===== src/rtl/agc_seq_pkg.sv =====
// Shared types and constants for the AGC loop sequencer.
// State encoding, PWM step codes and the absolute power-error helper.
package agc_seq_pkg;

    typedef enum logic [2:0] {
        StIdle    = 3'd0,
        StSettle  = 3'd1,
        StMeasure = 3'd2,
        StWaitUpd = 3'd3,
        StLocked  = 3'd4,
        StTrkMeas = 3'd5,
        StFail    = 3'd6
    } agc_state_e;

    localparam logic [1:0] STEP_COARSE = 2'd3;
    localparam logic [1:0] STEP_MED    = 2'd2;
    localparam logic [1:0] STEP_FINE   = 2'd1;

    localparam int unsigned PWR_W = 9;
    localparam int unsigned ERR_W = 9;

    // 10-bit signed difference of two unsigned 9-bit powers; magnitude always fits 9 bits.
    function automatic logic [ERR_W-1:0] abs_err(input logic [PWR_W-1:0] a,
                                                 input logic [PWR_W-1:0] b);
        logic signed [PWR_W:0] diff;
        diff = $signed({1'b0, a}) - $signed({1'b0, b});
        return diff[PWR_W] ? ERR_W'(-diff) : ERR_W'(diff);
    endfunction

endpackage


===== src/rtl/agc_dly_cnt.sv =====
// Loadable down counter with a zero flag; stops at zero.
// Used for settle delay, tracking period and the shared watchdog.
module agc_dly_cnt #(
    parameter int unsigned Width = 8
) (
    input  logic             clk_i,
    input  logic             reset_i,
    input  logic             clr_i,
    input  logic             load_i,
    input  logic [Width-1:0] load_val_i,
    input  logic             dec_i,
    output logic             zero_o
);

    logic [Width-1:0] cnt_q, cnt_d;

    always_comb begin
        cnt_d = cnt_q;
        if (clr_i) begin
            cnt_d = '0;
        end else if (load_i) begin
            cnt_d = load_val_i;
        end else if (dec_i && (cnt_q != '0)) begin
            cnt_d = cnt_q - Width'(1);
        end
    end

    always_ff @(posedge clk_i) begin
        if (reset_i) begin
            cnt_q <= '0;
        end else begin
            cnt_q <= cnt_d;
        end
    end

    assign zero_o = (cnt_q == '0);

endmodule


===== src/rtl/agc_loop_seq.sv =====
// AGC gain-loop sequencer: settle, measure, wait for PWM update, coarse-to-fine stepping.
// Define AGC_TRACK_EN to enable post-lock tracking with periodic re-measurement and relock.
module agc_loop_seq
    import agc_seq_pkg::*;
#(
    parameter int unsigned SETTLE_W     = 12,
    parameter int unsigned TRACK_W      = 16,
    parameter int unsigned ITER_W       = 6,
    parameter int unsigned COARSE_ITERS = 8,
    parameter int unsigned MED_ITERS    = 16,
    parameter int unsigned MAX_ITERS    = 48,
    parameter int unsigned EST_TO       = 1023,
    parameter int unsigned UPD_TO       = 4
) (
    input  logic                clk_i,
    input  logic                reset_i,
    input  logic                agc_start_i,
    input  logic                agc_stop_i,
    input  logic [SETTLE_W-1:0] settle_cyc_i,
    input  logic [TRACK_W-1:0]  track_period_i,
    input  logic [PWR_W-1:0]    relock_th_i,
    input  logic [PWR_W-1:0]    pwr_req_val_i,
    input  logic [PWR_W-1:0]    pwr_est_db_i,
    input  logic                pwr_est_end_i,
    input  logic                pwm_val_up_i,
    input  logic                agc_fix_i,
    output logic                est_start_o,
    output logic                pwm_ena_o,
    output logic [1:0]          pwm_step_o,
    output logic                agc_busy_o,
    output logic                agc_locked_o,
    output logic                agc_fail_o,
    output logic                agc_relock_o,
    output logic [ITER_W-1:0]   iter_cnt_o
);

    localparam int unsigned WdMax = (EST_TO > UPD_TO) ? EST_TO : UPD_TO;
    localparam int unsigned WdW   = $clog2(WdMax + 1);

    // Watchdog loads are one short of the timeout because the entry cycle counts too;
    // the update wait is measured from the pwr_est_end cycle, one cycle before entry.
    localparam logic [WdW-1:0]    WdEst     = WdW'(EST_TO - 1);
    localparam logic [WdW-1:0]    WdUpd     = WdW'(UPD_TO - 2);
    localparam logic [ITER_W-1:0] MaxIter   = ITER_W'(MAX_ITERS);
    localparam logic [ITER_W-1:0] CoarseEnd = ITER_W'(COARSE_ITERS);
    localparam logic [ITER_W-1:0] MedEnd    = ITER_W'(COARSE_ITERS + MED_ITERS);
    localparam logic [ITER_W-1:0] IterSat   = {ITER_W{1'b1}};

    agc_state_e        state_q, state_d;
    logic [ITER_W-1:0] iter_q, iter_d;
    logic              est_start_q, est_start_d;
    logic              fail_q, fail_d;
    logic              relock_q, relock_d;
    logic [1:0]        step_q, step_d;

    logic              settle_load, settle_dec, settle_zero;
    logic              wd_load, wd_dec, wd_zero;
    logic [WdW-1:0]    wd_val;

    agc_dly_cnt #(
        .Width (SETTLE_W)
    ) u_settle_cnt (
        .clk_i      (clk_i),
        .reset_i    (reset_i),
        .clr_i      (agc_stop_i),
        .load_i     (settle_load),
        .load_val_i (settle_cyc_i),
        .dec_i      (settle_dec),
        .zero_o     (settle_zero)
    );

    agc_dly_cnt #(
        .Width (WdW)
    ) u_wd_cnt (
        .clk_i      (clk_i),
        .reset_i    (reset_i),
        .clr_i      (agc_stop_i),
        .load_i     (wd_load),
        .load_val_i (wd_val),
        .dec_i      (wd_dec),
        .zero_o     (wd_zero)
    );

`ifdef AGC_TRACK_EN
    logic             track_load, track_dec, track_zero;
    logic [ERR_W-1:0] trk_err;

    agc_dly_cnt #(
        .Width (TRACK_W)
    ) u_track_cnt (
        .clk_i      (clk_i),
        .reset_i    (reset_i),
        .clr_i      (agc_stop_i),
        .load_i     (track_load),
        .load_val_i (track_period_i),
        .dec_i      (track_dec),
        .zero_o     (track_zero)
    );

    assign trk_err = abs_err(pwr_req_val_i, pwr_est_db_i);
`else
    logic unused_track;
    assign unused_track = ^{track_period_i, relock_th_i, pwr_req_val_i, pwr_est_db_i};
`endif

    always_comb begin
        state_d     = state_q;
        iter_d      = iter_q;
        est_start_d = 1'b0;
        fail_d      = fail_q;
        relock_d    = 1'b0;
        settle_load = 1'b0;
        settle_dec  = 1'b0;
        wd_load     = 1'b0;
        wd_dec      = 1'b0;
        wd_val      = WdEst;
`ifdef AGC_TRACK_EN
        track_load  = 1'b0;
        track_dec   = 1'b0;
`endif
        if (agc_stop_i) begin
            state_d = StIdle;
            iter_d  = '0;
        end else begin
            unique case (state_q)
                StIdle, StFail: begin
                    if (agc_start_i) begin
                        iter_d      = '0;
                        fail_d      = 1'b0;
                        settle_load = 1'b1;
                        state_d     = StSettle;
                    end
                end
                StSettle: begin
                    if (settle_zero) begin
                        est_start_d = 1'b1;
                        wd_load     = 1'b1;
                        wd_val      = WdEst;
                        state_d     = StMeasure;
                    end else begin
                        settle_dec = 1'b1;
                    end
                end
                StMeasure: begin
                    if (pwr_est_end_i) begin
                        if (iter_q != IterSat) begin
                            iter_d = iter_q + ITER_W'(1);
                        end
                        wd_load = 1'b1;
                        wd_val  = WdUpd;
                        state_d = StWaitUpd;
                    end else if (wd_zero) begin
                        fail_d  = 1'b1;
                        state_d = StFail;
                    end else begin
                        wd_dec = 1'b1;
                    end
                end
                StWaitUpd: begin
                    // agc_fix is only meaningful once the PWM update has happened
                    if (pwm_val_up_i || wd_zero) begin
                        if (agc_fix_i) begin
`ifdef AGC_TRACK_EN
                            track_load = 1'b1;
`endif
                            state_d = StLocked;
                        end else if (iter_q == MaxIter) begin
                            fail_d  = 1'b1;
                            state_d = StFail;
                        end else begin
                            settle_load = 1'b1;
                            state_d     = StSettle;
                        end
                    end else begin
                        wd_dec = 1'b1;
                    end
                end
                StLocked: begin
`ifdef AGC_TRACK_EN
                    if (track_period_i != '0) begin
                        if (track_zero) begin
                            est_start_d = 1'b1;
                            wd_load     = 1'b1;
                            wd_val      = WdEst;
                            state_d     = StTrkMeas;
                        end else begin
                            track_dec = 1'b1;
                        end
                    end
`endif
                end
`ifdef AGC_TRACK_EN
                StTrkMeas: begin
                    if (pwr_est_end_i) begin
                        if (trk_err > relock_th_i) begin
                            relock_d    = 1'b1;
                            iter_d      = '0;
                            settle_load = 1'b1;
                            state_d     = StSettle;
                        end else begin
                            track_load = 1'b1;
                            state_d    = StLocked;
                        end
                    end else if (wd_zero) begin
                        fail_d  = 1'b1;
                        state_d = StFail;
                    end else begin
                        wd_dec = 1'b1;
                    end
                end
`endif
                default: state_d = StIdle;
            endcase
        end
    end

    // Step follows the registered iteration count, so it lags iter_cnt by one cycle.
    always_comb begin
        if ((state_q == StLocked) || (state_q == StTrkMeas)) begin
            step_d = STEP_FINE;
        end else if (iter_q < CoarseEnd) begin
            step_d = STEP_COARSE;
        end else if (iter_q < MedEnd) begin
            step_d = STEP_MED;
        end else begin
            step_d = STEP_FINE;
        end
    end

    always_ff @(posedge clk_i) begin
        if (reset_i) begin
            state_q     <= StIdle;
            iter_q      <= '0;
            est_start_q <= 1'b0;
            fail_q      <= 1'b0;
            relock_q    <= 1'b0;
            step_q      <= 2'd0;
        end else begin
            state_q     <= state_d;
            iter_q      <= iter_d;
            est_start_q <= est_start_d;
            fail_q      <= fail_d;
            relock_q    <= relock_d;
            step_q      <= step_d;
        end
    end

    assign est_start_o  = est_start_q;
    assign pwm_step_o   = step_q;
    assign agc_fail_o   = fail_q;
    assign agc_relock_o = relock_q;
    assign iter_cnt_o   = iter_q;
    assign agc_locked_o = (state_q == StLocked);
    assign pwm_ena_o    = (state_q == StSettle) || (state_q == StMeasure) ||
                          (state_q == StWaitUpd) || (state_q == StLocked) ||
                          (state_q == StTrkMeas);
    assign agc_busy_o   = (state_q == StSettle) || (state_q == StMeasure) ||
                          (state_q == StWaitUpd) || (state_q == StTrkMeas);

endmodule


===== config.mk =====
export PLATFORM = sky130hd
export DESIGN_NAME = agc_loop_seq
export DESIGN_NICKNAME = d
export VERILOG_FILES = /design/src/rtl/agc_seq_pkg.sv /design/src/rtl/agc_dly_cnt.sv /design/src/rtl/agc_loop_seq.sv
export SDC_FILE = /design/constraint.sdc
export NUM_CORES = 1
export LEC_CHECK = 0
export ABC_AREA = 1
export CORE_MARGIN = 2
export CORE_UTILIZATION = 30
export DETAILED_ROUTE_END_ITERATION = 10
export GPL_TIMING_DRIVEN = 0
export HOLD_SLACK_MARGIN = 0.1
export PLACE_DENSITY = 0.61
export SLEW_MARGIN = 20
export SYNTH_ARGS = -nofsm -noshare
export SYNTH_HDL_FRONTEND = slang
export SYNTH_SLANG_ARGS = --single-unit

===== constraint.sdc =====
create_clock -name clk_i -period 5.1 [get_ports clk_i]
set_input_delay 0.765 -clock clk_i [delete_from_list [all_inputs] [get_ports clk_i]]
set_output_delay 0.765 -clock clk_i [all_outputs]
set_load 0.05 [all_outputs]

==> impl_metrics.ini, run 1 <==
[synthesis]
synth_ff_type = dfxtp_1
yosysTopAreaCell = dfxtp_1
synth_area_leaders = dfxtp_1, nand2_1, nor2_1
ys_ff_latch = 35
synth_top_area_share_pct = 30.1
syn_nets = 434
synthArstFlopShare_pct = 0
synth-edff-count = 0
synth_cell_type_count = 32
synthTopCellsByCount = nand2_1, nor2_1, dfxtp_1, inv_1, nand3_1
synthCells = 367
netlist_area_um2 = 2320
synth_area_per_cell_um2 = 6.33
yosys_warnings = 0
yosysMostFrequentCell = nand2_1
yosysSeqAreaShare_pct = 30.1

[clock_tree]
max-clock-path-buffers = 2
post_cts_buffers = 0
cts_htree_levels = 2
clock_sinks = 35
cts_tree = built
numCtsBuffers = 5
clkTransAtPathRegs_ns = 0.07
cts-root-buf = clkbuf_8
ctsResizeCount = 0
cts-hold-fix-buffers = 0
worstSkewPairLatency_ns = 0.29

[pwr]
p_leak_nw = 1.30
power.density_nw_per_um2 = 258
power_mw = 0.736
ir_drop_v = 0.0000897

[job]
max_cap_viol_count = 0

[sta]
drv_slew = 0
rsz0062_at_grt = false
fmax_mhz = 366
finClkSkew_ns = 0.0104
setup-tns-final_ns = 0
finalHoldViolations = 0
finalCritPeriodShare_pct = 53.5
final-setup-viol-count = 0
relSlewSlack_pct = 66.2
worst_pin_slew_ns = 0.506
period_needed_ns = 2.73

[global_route]
grt_remaining_overflow = 0
grt_antenna_before_repair = 0
grtUsageTotal_pct = 14.0
grt_pass1_vias = 2101
grt_max_degree = 11
grt_pass1_wl_um = 9570

[min_path]
hold_class = reg2reg

[setup_path]
critPathCaptureType = output pin
r2r_setup_slack_ns = 3.18
cp_data_required_time_ns = 4.34
critPathArrivalTime_ns = 1.96
cp_max_fo = 6
startpoint_type = flop
criticalPathCategory = reg2out

[layout]
antenna-diode-count = 0
nets = 472
drive_gt1_share_pct = 9.88
area_delta_synth_final_pct = 22.6

[die]
die-area_um2 = 8470
core_region_area_um2 = 7610
row_count = 32
initial_core_util_pct = 30.6
fp.dieH_um = 92.0
num_io_pins = 76
die_w_um = 92.0

[route]
dr_total_vias = 2291
dr.pass1.iters = 4
initialDrtViolationCount = 100
wl_per_cell_um = 11.1
drc = 0
drt-total-wl_um = 5640
antenna_left = 0
routed_via_density = 4.52

[placement]
dpl.hpwl_um = 4170
port_buffers = 31
globalplace.congestion = 0.865

[run_status]
status = finished clean
## worst paths after layout
path                          from           endpoint  cells past startpoint
min reg2reg             agc_fail_o         agc_fail_o                      2
max                     state_q[2]       agc_locked_o                      3
min                     agc_fail_o         agc_fail_o                      2
max reg2reg  u_settle_cnt.cnt_q[0]  u_wd_cnt.cnt_q[2]                     11
## kinds of logic after synthesis
family | count (synthesis) | synth area share [%]
xor+xnor | 21 | 7.91
other cells | 1 | 0.161
buf+inv | 47 | 8.61
fa+ha+maj | 5 | 2.69
compound gates | 41 | 9.04
flops | 35 | 30.1
simple gates | 217 | 41.4
## placed cells by master, fill, tap and decap left out
cell type,netlist,layout
or2_0,1,1
nor2_2,6,6
or2_1,1,1
inv_2,6,6
ha_1,5,5
o21ai_1,14,14
buf_6,2,2
o21ai_0,13,13
o21ai_2,1,1
nor3_1,7,7
nor2_4,2,2
dfxtp_1,35,35
clkdlybuf4s50_1,0,31
nand2_4,4,4
inv_1,32,32
xor2_1,15,15
nor3b_1,1,1
buf_1,1,1
nand2_2,8,8
nand3_1,23,23
nand3b_1,1,1
inv_4,2,2
o22ai_1,1,1
clkinv_1,1,1
buf_4,1,1
nand2_1,85,85
conb_1,1,1
clkbuf_1,2,2
nand3_2,1,1
nand4_1,5,5
clkbuf_8,0,6
clkinv_2,0,1
xnor2_1,6,6
a21oi_1,12,12
nor2_1,72,72
## power breakdown
group          internal, mW  leakage (nW)  switching (mW)
logic                0.0887         0.968           0.145
registers             0.284         0.284          0.0114
clock network         0.106        0.0470           0.101
## stage by stage
step / util [%] / setup WS (ns) / hold slack [ns] / cells / area [um^2]
global placement: 36.3 / 2.61 / 0.472 / 500 / 2760
detailed placement: 36.3 / 2.62 / 0.476 / 500 / 2760
finish: 37.5 / 2.37 / 0.478 / 507 / 2850
global route: 37.5 / 2.27 / 0.521 / 507 / 2850
floorplan: - / 2.75 / 0.453 / 367 / 2320
CTS: 37.5 / 2.35 / 0.484 / 507 / 2850
## metal layers
| metal | vias to the layer above | share of wire (%) | GRT usage, % |
|---|---|---|---|
| met1 | 1007 | 48 | 18.6 |
| met5 | - | 0 | 0 |
| met2 | 51 | 46 | 22.0 |
| met3 | 6 | 4.9 | 3.20 |
| met4 | 0 | 1.3 | 5.60 |
| li1 | 1227 | - | - |
## area by class of cell
class	count	area, um^2
clock buffer	6	82.6
clock inverter	1	5.00
multi-input combinational	285	1420
sequential	35	701
inverter	41	159
fill	836	4760
timing repair buffer	31	310
buffer	6	41.3
tap	102	128
## sequential cells by signal (all words and copies together), names as in the netlist
register and flops:
agc_fail_o 1, est_start_o 1, iter_cnt_o 6, pwm_step_o 2
state_q 3, u_settle_cnt.cnt_q 12, u_wd_cnt.cnt_q 10
## critical path, cell delays in order (launching register included)
cell and delay [ns]:
dfxtp_1 0.47, inv_2 0.07, nor3_1 0.26, clkdlybuf4s50_1 0.88
(Power assumes the default switching activity.)
==> run 2: changes to the inputs <==
--- a/config.mk
+++ b/config.mk
@@ -11,7 +11,7 @@
 export DETAILED_ROUTE_END_ITERATION = 10
 export GPL_TIMING_DRIVEN = 0
 export HOLD_SLACK_MARGIN = 0.1
-export PLACE_DENSITY = 0.61
+export PLACE_DENSITY = 0.63
 export SLEW_MARGIN = 20
 export SYNTH_ARGS = -nofsm -noshare
 export SYNTH_HDL_FRONTEND = slang
==> constraint.sdc (replaced) <==
create_clock -name clk_i -period 2.2 [get_ports clk_i]
set_input_delay 0.33 -clock clk_i [delete_from_list [all_inputs] [get_ports clk_i]]
set_output_delay 0.33 -clock clk_i [all_outputs]
set_load 0.05 [all_outputs]
==> run 2 against run 1 <==
First-iteration DRC count rose by 5.0%. Power rose by 150%. Worst hold slack improved by 0.0094 ns. Register-to-register slack got worse by 2.9 ns. Final cell count rose by 0.20%. Global-route usage rose by 0.66 points. Combinational power rose by 130%. Critical path type unchanged.
==> impl_metrics.ini, run 2 (synthesized netlist as in run 1, its figures left out) <==
[placement]
globalplace.congestion = 0.849
dpl.hpwl_um = 4210
port_buffers = 31

[sta]
period_needed_ns = 1.93
worst_pin_slew_ns = 0.520
setup-tns-final_ns = 0
finClkSkew_ns = 0.00505
drv_slew = 0
relSlewSlack_pct = 65.3
rsz0062_at_grt = false
finalCritPeriodShare_pct = 88.0
final-setup-viol-count = 0
finalHoldViolations = 0
fmax_mhz = 517
whs_ns = 0.488

[setup_path]
crit_family = buffers and inverters
criticalPathCategory = reg2out
slowest_stage = dlygate4sd2_1
cp_data_required_time_ns = 1.87
startpoint_type = flop
critPathArrivalTime_ns = 1.60
worstPathCellList = inv_2 -> nor3_1 -> dlygate4sd2_1
path_buf_inv = 2
critPathCaptureType = output pin
cp_max_fo = 6
cpPeakStageDelay_ns = 0.56

[die]
die-area_um2 = 8470
row_count = 32
core_region_area_um2 = 7610
die_w_um = 92.0
initial_core_util_pct = 30.6
num_io_pins = 76
fp.dieH_um = 92.0

[route]
dr.pass1.iters = 4
routed_via_density = 4.53
initialDrtViolationCount = 105
drc = 0
dr_total_vias = 2300
antenna_left = 0
wl_per_cell_um = 11.1
drt-total-wl_um = 5630

[layout]
fillers = 845
largest-register = u_settle_cnt.cnt_q
largest_register_ffs = 12
drive_gt1_share_pct = 10.1
nets = 472
final_cell_mix = nand2_1, nor2_1, dfxtp_1, inv_1, clkdlybuf4s50_1
layout_commonest_cell = nand2_1
antenna-diode-count = 0
area_delta_synth_final_pct = 24.1

[clock_tree]
worstSkewPairLatency_ns = 0.29
clkTransAtPathRegs_ns = 0.07
clock_sinks = 35
max-clock-path-buffers = 2
numCtsBuffers = 5
cts_tree = built
cts-root-buf = clkbuf_8
cts_htree_levels = 2

[pwr]
p_comb_share_pct = 29.5
power_frac_seq_pct = 37.3
netSwitchingFraction_pct = 33.1
internal-power_mw = 1.23
ir_drop_v = 0.000272
p_leak_nw = 1.35
clkPwrFrac_pct = 33.3
switchingPower_mw = 0.609
power.density_nw_per_um2 = 638

[global_route]
grt_antenna_before_repair = 0
grt_max_degree = 12
grt_remaining_overflow = 0
grtUsageTotal_pct = 14.7
grt_pass1_vias = 2286
grt_pass1_wl_um = 10200

[min_path]
hold_class = reg2reg

[run_status]
status = finished clean

[job]
max_cap_viol_count = 0
==> run 2: cell count changes in the layout (fill, tap and decap cells not counted), sizes merged <==
cell,change
bufinv,+1
dlymetal6s2s,+2
dlygate4sd2,+1
clkdlybuf4s50,-3
==> run 2: per-layer routing <==
metal | global-route usage, % | part of all wire (%)
met5 | 0 | 0
met4 | 4.60 | 1.2
met3 | 2.71 | 3.6
met2 | 25.3 | 47
met1 | 18.5 | 48
==> run 2: worst paths after layout <==
kind,start,endpoint,slack [ns],cells past startpoint
setup / recovery,state_q[2],agc_locked_o,0.27,3
setup reg to reg,u_settle_cnt.cnt_q[0],u_wd_cnt.cnt_q[7],0.27,11
hold / removal,u_wd_cnt.cnt_q[0],u_wd_cnt.cnt_q[0],0.49,2
hold reg to reg,u_wd_cnt.cnt_q[0],u_wd_cnt.cnt_q[0],0.49,2
==> run 2: area by class of cell <==
class | count | area [um^2] | share of cell area, %
Tap cell | 102 | 128 | 4.43
Inverter | 41 | 159 | 5.51
Timing Repair Buffer | 31 | 314 | 10.9
Multi-Input combinational cell | 285 | 1420 | 49.4
Clock buffer | 6 | 82.6 | 2.86
Clock inverter | 2 | 35.0 | 1.21
Buffer | 6 | 41.3 | 1.43
Sequential cell | 35 | 701 | 24.3
==> run 2: what timing repair did <==
action                     in CTS  in global routing
setup buffers                   0                  0
hold buffers                    0                  0
setup endpoints to repair       1                  2
hold endpoints to repair        0                  0
resized for setup               1                  2
==> run 2: worst reg2reg max path, delay by kind of cell, from the launching register on <==
kind | cells | cell delay [ns]
and+or+nand+nor | 8 | 1.07
buffers and inverters | 2 | 0.19
DFF | 1 | 0.34
adders and majority gates | 1 | 0.23
==> run 2: per-stage QoR <==
| step | cells | total power, mW | utilization (%) | setup slack (ns) | instance area (um^2) |
|---|---|---|---|---|---|
| floorplan | 367 | 1.10 | - | 0.0465 | 2320 |
| global placement | 500 | 1.24 | 36.3 | 0.139 | 2760 |
| detailed placement | 500 | 1.24 | 36.3 | 0.144 | 2760 |
| CTS | 508 | 1.86 | 37.8 | 0.0103 | 2880 |
| global route | 508 | 1.96 | 37.9 | 0.0916 | 2880 |
| finish | 508 | 1.84 | 37.9 | 0.265 | 2880 |
==> run 2: power groups by stage <==
stage	registers [mW]	clock network (mW)	logic, mW
2_1_floorplan	0.714	0	0.388
3_5_place_dp	0.700	0	0.543
6_report	0.686	0.611	0.542
4_1_cts	0.686	0.631	0.545
3_3_place_gp	0.700	0	0.538
5_1_grt	0.690	0.661	0.612
==> run 3: changes to the inputs <==
--- a/config.mk
+++ b/config.mk
@@ -11,7 +11,7 @@
 export DETAILED_ROUTE_END_ITERATION = 10
 export GPL_TIMING_DRIVEN = 0
 export HOLD_SLACK_MARGIN = 0.1
-export PLACE_DENSITY = 0.63
+export PLACE_DENSITY = 0.61
 export SLEW_MARGIN = 20
 export SYNTH_ARGS = -nofsm -noshare
 export SYNTH_HDL_FRONTEND = slang
==> constraint.sdc (replaced) <==
create_clock -name clk_i -period 2.24 [get_ports clk_i]
set_input_delay 0.336 -clock clk_i [delete_from_list [all_inputs] [get_ports clk_i]]
set_output_delay 0.336 -clock clk_i [all_outputs]
set_load 0.05 [all_outputs]
==> run 3 against run 2 <==
Design area fell by 1.0%. Register-to-register slack improved by 0.05 ns. Worst hold slack worse by 0.0094 ns. Non-clock buffer count unchanged. Critical path depth unchanged. Flip-flop and latch count unchanged. Utilization decreased by 0.39 points. First-iteration DRC count decreased by 7.6%. Worst setup slack worse by 0.027 ns. Critical path type unchanged. Largest cell class unchanged.
==> impl_metrics.ini, run 3 (synthesized netlist as in run 1, its figures left out) <==
[setup_path]
startpoint_type = flop
cp_max_fo = 6
critPathCaptureType = output pin
criticalPathCategory = reg2out
r2r-start = u_settle_cnt.cnt_q[0]
critPathArrivalTime_ns = 1.67
r2r_end = u_wd_cnt.cnt_q[2]
r2r_setup_slack_ns = 0.32
cp_data_required_time_ns = 1.90
worst_r2r_path_depth = 11

[job]
max_cap_viol_count = 0

[layout]
area_delta_synth_final_pct = 22.8
nets = 472
largest-register = u_settle_cnt.cnt_q
layout_commonest_cell = nand2_1
antenna-diode-count = 0
drive_gt1_share_pct = 9.88
final_cell_mix = nand2_1, nor2_1, dfxtp_1, inv_1, clkdlybuf4s50_1
largest_register_ffs = 12

[global_route]
grt_pass1_wl_um = 9570
grtUsageTotal_pct = 14.0
grt_max_degree = 11
grt_pass1_vias = 2101
grt_antenna_before_repair = 0
grt_remaining_overflow = 0

[route]
dr_total_vias = 2290
wl_per_cell_um = 11.1
antenna_left = 0
dr.pass1.iters = 4
drt-total-wl_um = 5630
initialDrtViolationCount = 97
routed_via_density = 4.52
drc = 0

[clock_tree]
clock_sinks = 35
post_cts_buffers = 0
cts_tree = built
worstSkewPairLatency_ns = 0.29
numCtsBuffers = 5
cts-hold-fix-buffers = 0
max-clock-path-buffers = 2
cts-root-buf = clkbuf_8
clkTransAtPathRegs_ns = 0.07
ctsResizeCount = 1
cts_htree_levels = 2

[placement]
dpl.hpwl_um = 4170
globalplace.congestion = 0.865
port_buffers = 31

[die]
num_io_pins = 76
core_region_area_um2 = 7610
die-area_um2 = 8470
initial_core_util_pct = 30.6
fp.dieH_um = 92.0
row_count = 32
die_w_um = 92.0

[sta]
relSlewSlack_pct = 66.2
setup-tns-final_ns = 0
whs_ns = 0.478
drv_slew = 0
final-setup-viol-count = 0
finalHoldViolations = 0
fmax_mhz = 500
finalCritPeriodShare_pct = 89.3
rsz0062_at_grt = false
worst_pin_slew_ns = 0.506
period_needed_ns = 2.00
finClkSkew_ns = 0.0104

[pwr]
power_mw = 1.67
p_leak_nw = 1.33
ir_drop_v = 0.000204
power.density_nw_per_um2 = 587

[min_path]
worstHoldStart = agc_fail_o
hold_path_depth = 2
hold_class = reg2reg
min_to = agc_fail_o

[run_status]
status = finished clean
==> run 3: cell count changes in the layout (fill, tap and decap cells not counted) <==
cell	change
bufinv_16	-1
==> run 3: cell type report <==
cell class | instances | area, um^2
fill | 834 | 4750
multi-input combinational | 285 | 1420
sequential | 35 | 701
timing repair buffer | 31 | 314
inverter | 41 | 159
tap | 102 | 128
clock buffer | 6 | 82.6
buffer | 6 | 41.3
clock inverter | 1 | 5.00
==> run 3: per-stage QoR <==
step	std cells	worst slack [ns]	instance area, um^2	util (%)
after global routing	507	0.136	2850	37.5
after floorplan	367	0.0865	2320	-
after detailed placement	500	0.185	2760	36.3
final	507	0.239	2850	37.5
after global placement	500	0.184	2760	36.3
after CTS	507	0.0214	2850	37.5
==> run 3: layer usage <==
metal | vias up | wire length [um] | track usage [%]
li1 | 1226 | - | -
met1 | 1007 | 2700 | 18.6
met2 | 51 | 2580 | 22.0
met3 | 6 | 280 | 3.20
met4 | 0 | 74 | 5.60
met5 | - | 0 | 0
==> run 3: worst max path at each step <==
stage                          startpoint                      to  slack (ns)  depth (start not counted)
CTS                            state_q[1]              agc_busy_o        0.02                          5
global route        u_settle_cnt.cnt_q[0]              state_q[0]        0.14                         11
detailed placement             agc_stop_i  u_settle_cnt.cnt_q[11]        0.19                          7
finish                         state_q[2]            agc_locked_o        0.24                          3
floorplan                      state_q[2]              state_q[2]        0.09                          6
global placement               agc_stop_i  u_settle_cnt.cnt_q[11]        0.18                          7
==> run 3: power breakdown <==
group / leakage (nW) / total (mW) / switching, mW / internal (mW)
registers: 0.284 / 0.673 / 0.0259 / 0.647
logic: 1.00 / 0.530 / 0.329 / 0.200
clock network: 0.0470 / 0.472 / 0.230 / 0.241
==> run 3: critical path, stage by stage (launching register included) <==
cell and delay (ns):
dfxtp_1 0.47, inv_2 0.07, nor3_1 0.26, dlygate4sd2_1 0.58
